[src/rtl/ghost_mode_ctrl.sv]
// Global ghost-mode scheduler: scatter/chase timetable with a frightened overlay,
// driven by its own frame divider so mode and ghost timing stay phase-locked.
module ghost_mode_ctrl #(
  parameter int TICK_DIV      = 416_666,
  parameter int SCATTER_LONG  = 420,
  parameter int SCATTER_SHORT = 300,
  parameter int CHASE_LEN     = 1200,
  parameter int FRIGHT_LEN    = 360,
  parameter int FLASH_LEN     = 120
) (
  input  logic       clk,
  input  logic       reset_n,
  input  logic       start,
  input  logic       pause,
  input  logic       powerPellet,
  output logic       frameTick,
  output logic       isScatter,
  output logic       isChase,
  output logic       isFrightened,
  output logic       frightFlash,
  output logic       reverse,
  output logic [2:0] phase
);

  localparam int DIV_W = (TICK_DIV > 1) ? $clog2(TICK_DIV) : 1;
  localparam logic [DIV_W-1:0] DIV_LAST = DIV_W'(TICK_DIV - 1);

  localparam logic [0:0] IDLE = 1'b0;
  localparam logic [0:0] RUN  = 1'b1;

  localparam logic [15:0] SCATTER_LONG_T  = 16'(SCATTER_LONG);
  localparam logic [15:0] SCATTER_SHORT_T = 16'(SCATTER_SHORT);
  localparam logic [15:0] CHASE_LEN_T     = 16'(CHASE_LEN);
  localparam logic [15:0] FRIGHT_LEN_T    = 16'(FRIGHT_LEN);
  localparam logic [15:0] FLASH_LEN_T     = 16'(FLASH_LEN);

  logic [0:0]       state, stateNext;
  logic [DIV_W-1:0] divCount;
  logic [15:0]      phaseTimer, phaseTimerNext;
  logic [15:0]      frightTimer, frightTimerNext;
  logic [2:0]       phaseNext;
  logic             frightNext, reverseNext, qualTick;

  // Phase 7 is the final endless chase, so its timer value is never used.
  function automatic logic [15:0] phaseDuration(input logic [2:0] p);
    case (p)
      3'd0, 3'd2: phaseDuration = SCATTER_LONG_T;
      3'd4, 3'd6: phaseDuration = SCATTER_SHORT_T;
      3'd7:       phaseDuration = 16'd0;
      default:    phaseDuration = CHASE_LEN_T;
    endcase
  endfunction

  // NOTE: reset_n is in the sensitivity list so state clears at once, without waiting for clk.
  always_ff @(posedge clk or negedge reset_n) begin
    if (!reset_n) begin
      divCount  <= '0;
      frameTick <= 1'b0;
    end else if (divCount == DIV_LAST) begin
      divCount  <= '0;
      frameTick <= 1'b1;
    end else begin
      divCount  <= divCount + DIV_W'(1);
      frameTick <= 1'b0;
    end
  end

  assign qualTick = frameTick && (state == RUN) && !pause;

  always_comb begin
    // NOTE: every next-state signal gets a default first, so no path can infer a latch.
    stateNext       = state;
    phaseNext       = phase;
    phaseTimerNext  = phaseTimer;
    frightNext      = isFrightened;
    frightTimerNext = frightTimer;
    reverseNext     = 1'b0;

    if (start) begin
      stateNext       = RUN;
      phaseNext       = 3'd0;
      phaseTimerNext  = SCATTER_LONG_T;
      frightNext      = 1'b0;
      frightTimerNext = 16'd0;
    end else if (state == RUN) begin
      if (qualTick) begin
        if (isFrightened) begin
          frightTimerNext = frightTimer - 16'd1;
          if (frightTimer == 16'd1) frightNext = 1'b0;
        end else if (phase != 3'd7) begin
          if (phaseTimer == 16'd1) begin
            phaseNext      = phase + 3'd1;
            phaseTimerNext = phaseDuration(phase + 3'd1);
            reverseNext    = 1'b1;
          end else begin
            phaseTimerNext = phaseTimer - 16'd1;
          end
        end
      end
      // A pellet overrides an expiry on the same edge and merges with an advance into one reverse.
      if (powerPellet) begin
        frightNext      = 1'b1;
        frightTimerNext = FRIGHT_LEN_T;
        reverseNext     = 1'b1;
      end
    end
  end

  // NOTE: registered state uses non-blocking assignments so every flop samples pre-edge values.
  always_ff @(posedge clk or negedge reset_n) begin
    if (!reset_n) begin
      state        <= IDLE;
      phase        <= 3'd0;
      phaseTimer   <= 16'd0;
      isFrightened <= 1'b0;
      frightTimer  <= 16'd0;
      reverse      <= 1'b0;
      isScatter    <= 1'b0;
      isChase      <= 1'b0;
      frightFlash  <= 1'b0;
    end else begin
      state        <= stateNext;
      phase        <= phaseNext;
      phaseTimer   <= phaseTimerNext;
      isFrightened <= frightNext;
      frightTimer  <= frightTimerNext;
      reverse      <= reverseNext;
      isScatter    <= (stateNext == RUN) && !frightNext && !phaseNext[0];
      isChase      <= (stateNext == RUN) && !frightNext &&  phaseNext[0];
      frightFlash  <= frightNext && (frightTimerNext <= FLASH_LEN_T);
    end
  end

endmodule

[config.mk]
export PLATFORM = sky130hd
export DESIGN_NAME = ghost_mode_ctrl
export DESIGN_NICKNAME = d
export VERILOG_FILES = /design/src/rtl/ghost_mode_ctrl.sv
export SDC_FILE = /design/constraint.sdc
export NUM_CORES = 1
export LEC_CHECK = 0
export CORE_MARGIN = 3
export CORE_UTILIZATION = 25
export CTS_CLUSTER_SIZE = 14
export DETAILED_ROUTE_END_ITERATION = 10
export SYNTH_ARGS = -nofsm -noshare
export SYNTH_HDL_FRONTEND = slang
export SYNTH_SLANG_ARGS = --single-unit
[constraint.sdc]
create_clock -name clk -period 8.1 [get_ports clk]
set_input_delay 1.215 -clock clk [delete_from_list [all_inputs] [get_ports clk]]
set_output_delay 1.215 -clock clk [all_outputs]
set_load 0.01 [all_outputs]
==> impl_metrics.ini <==
[grt]
antenna_found_initial = 0
grt_max_degree = 38
grt_usage_pct = 10.08
grt_pass1_vias = 2487
overflow = 0
grt_pass1_wl_mm = 11.95

[synth]
netlist_top_cells_area = dfrtp_1, nor2_1, ha_1
synth_enable_flop_cells = 0
synth_seq_cells = 61
ys_warn_count = 0
yosysSeqAreaShare_pct = 45.81
synth_top_cell_by_area = dfrtp_1
synthDistinctLibCells = 55
syn_area_mm2 = 0.003332
postSynthCellCount = 359
ys_async_sr_fraction_pct = 100.0
syn_nets = 376
syn_avg_cell_area_um2 = 9.281
ys.flop_type = dfrtp_1
netlist.area_leader.share_pct = 45.81

[detailed_routing]
drtPass1Iterations = 4
detail_route.wl_per_cell_um = 12.82
wl_mm = 7.039
antenna_left = 0
drt_iter0_drc = 215
vias_per_cell = 4.834
drc = 0
vias = 2654

[layout]
fin_nets = 389
layout_common_cells = dfrtp_1, nor2_1, nand2_1
fillers = 1313
drive_above_1_share_pct = 8.753
final_util_pct = 30.91
final_cells = 549
final_common_cell = dfrtp_1
num_antenna_cells = 0
area_growth_pct = 18.96

[pwr]
switching_share_pct = 20.00
ir_worst_vdd_v = 0.0001127
seqPwrFrac_pct = 41.3
p_leak_nw = 1.587
pwr-share-comb_pct = 3.3
intPower_w = 0.0006010
clock_power_share_pct = 55.3
switching_power_w = 0.0001503
power_density_mw_per_mm2 = 189.5

[timing]
rsz0062_at_grt = false
fin_tns_setup_ps = 0
max_freq_ghz = 0.2592
slew_violations = 0
hold_violations = 0
setup-violations-final = 0
finClkSkew_ps = 5.449
min_period_over_period_pct = 47.63
finalWorstSetupSlack_ps = 4242
slew_headroom_pct = 34.34
fin_hold_ws_ps = 483.0
min_period_ps = 3858
worst_slew_pin_slew_ps = 977.5

[clock_network]
cts.sinks = 61
cts_resized = 0
htreeDepth = 3
clk_path_buf_depth = 2
cts_tree = built
numCtsBuffers = 9
cts_root_buffer = clkbuf_16
cts_setup_buffers = 0
worstSkewPairLatency_ps = 320
postCtsHoldBufs = 0
clk_pin_slew_ps = 50

[floorplanning]
die_h_um = 121.4
die_x_um = 121.4
num_io_pins = 14
coreArea_mm2 = 0.01282
die_area_mm2 = 0.01475
initial_core_util_pct = 25.98
row_count = 41

[setup_path]
rr_endpoint = frightFlash$_DFF_PN0_
timing_worst_setup_path_type = in2reg
crit_path_end_kind = flop
path_max_fanout = 6
cp.arrival_ps = 4070
start_kind = input pin
r2r-start = frightTimer[9]$_DFF_PN0_
crit_start = pause
worstRegToRegCells = 6
reg2reg_slack_ps = 4980
endpoint = frightFlash$_DFF_PN0_
required_ps = 8310

[place]
dp_hpwl_mm = 4.836
dp.cells = 533
place.gp.congestion = 0.8210
place_ws_ps = 3957
io_buffers = 13

[outcome]
outcome = complete, no violations

[worst_hold_path]
hold_path_class = reg2reg

[run]
max_cap_viol_count = 0
-- kinds of logic after synthesis --
group | share of synthesized area, %
xor gates and xnor gates | 7.623
DFF | 45.81
AOI/OAI and AO/OA | 9.539
buffers and inverters | 3.380
and+or+nand+nor | 27.94
muxes | 1.202
adders and majority gates | 4.506
-- layout make-up --
cell class / count / area [um2] / share of cell area (%)
clock buffer: 12 / 256.5 / 6.471
clock inverter: 4 / 70.07 / 1.768
inverter: 11 / 41.29 / 1.042
multi-input combinational: 272 / 1699 / 42.87
sequential: 61 / 1526 / 38.51
tap: 172 / 215.2 / 5.429
timing repair buffer: 17 / 155.1 / 3.914
-- how the worst min path moves through the flow --
stage,from,to,slack [ps],depth (start not counted)
2_1_floorplan,divCount[0]$_DFF_PN0_,divCount[0]$_DFF_PN0_,460,1
3_3_place_gp,divCount[0]$_DFF_PN0_,divCount[0]$_DFF_PN0_,470,1
3_5_place_dp,divCount[0]$_DFF_PN0_,divCount[0]$_DFF_PN0_,480,1
4_1_cts,divCount[0]$_DFF_PN0_,divCount[0]$_DFF_PN0_,490,1
5_1_grt,divCount[0]$_DFF_PN0_,divCount[0]$_DFF_PN0_,510,1
6_report,divCount[0]$_DFF_PN0_,divCount[0]$_DFF_PN0_,480,1
-- registers in the layout, indices dropped and copies added (netlist names) --
signal	cells
divCount	19
frameTick	1
frightFlash	1
frightTimer	16
isChase	1
isFrightened	1
isScatter	1
phase	3
phaseTimer	16
reverse	1
state	1
-- metrics by stage --
step                area, um2  total power (W)
global placement         3637        0.0003410
CTS                      3964        0.0007591
detailed placement       3637        0.0003410
global route             3964        0.0007766
floorplan                3332        0.0003266
finish                   3964        0.0007512
-- per-layer routing --
| layer | global-route usage [%] | vias to the layer above | part of all wire, % |
|---|---|---|---|
| li1 | - | 1296 | - |
| met1 | 13.08 | 1291 | 46 |
| met2 | 15.96 | 58 | 48 |
| met3 | 2.145 | 9 | 3.7 |
| met4 | 4.832 | 0 | 2.0 |
| met5 | 0 | - | 0 |
-- synthesized netlist by cell type (2+ instances only) --
cell type	n
dfrtp_1	61
nor2_1	57
nand2_1	24
a21oi_1	23
nand3_1	16
nor3_1	16
o21ai_0	16
xor2_1	15
xnor2_1	14
ha_1	12
inv_1	11
nor4_1	11
clkbuf_1	10
nand4_1	7
and3_1	5
mux2i_1	4
or3_1	4
buf_2	3
nand2b_1	3
nor2b_1	3
or2_2	3
nand3b_1	2
nor4_2	2
nor4bb_1	2
o21bai_1	2
or4_1	2
or4_4	2
or4b_1	2
-- critical path, stage by stage --
cell	delay [ps]
clkdlybuf4s50_1	450
nand3b_1	290
or4b_2	740
xnor2_1	160
or4b_1	530
or4b_1	470
nor4_1	210
-- power groups by stage --
stage          registers (W)  logic [W]  clock network (W)
3_5_place_dp        0.000316  0.0000254                  0
3_3_place_gp        0.000316  0.0000254                  0
2_1_floorplan       0.000316  0.0000109                  0
5_1_grt             0.000311  0.0000282           0.000438
6_report            0.000310  0.0000250           0.000416
4_1_cts             0.000310  0.0000257           0.000423
(Power assumes the default switching activity.)
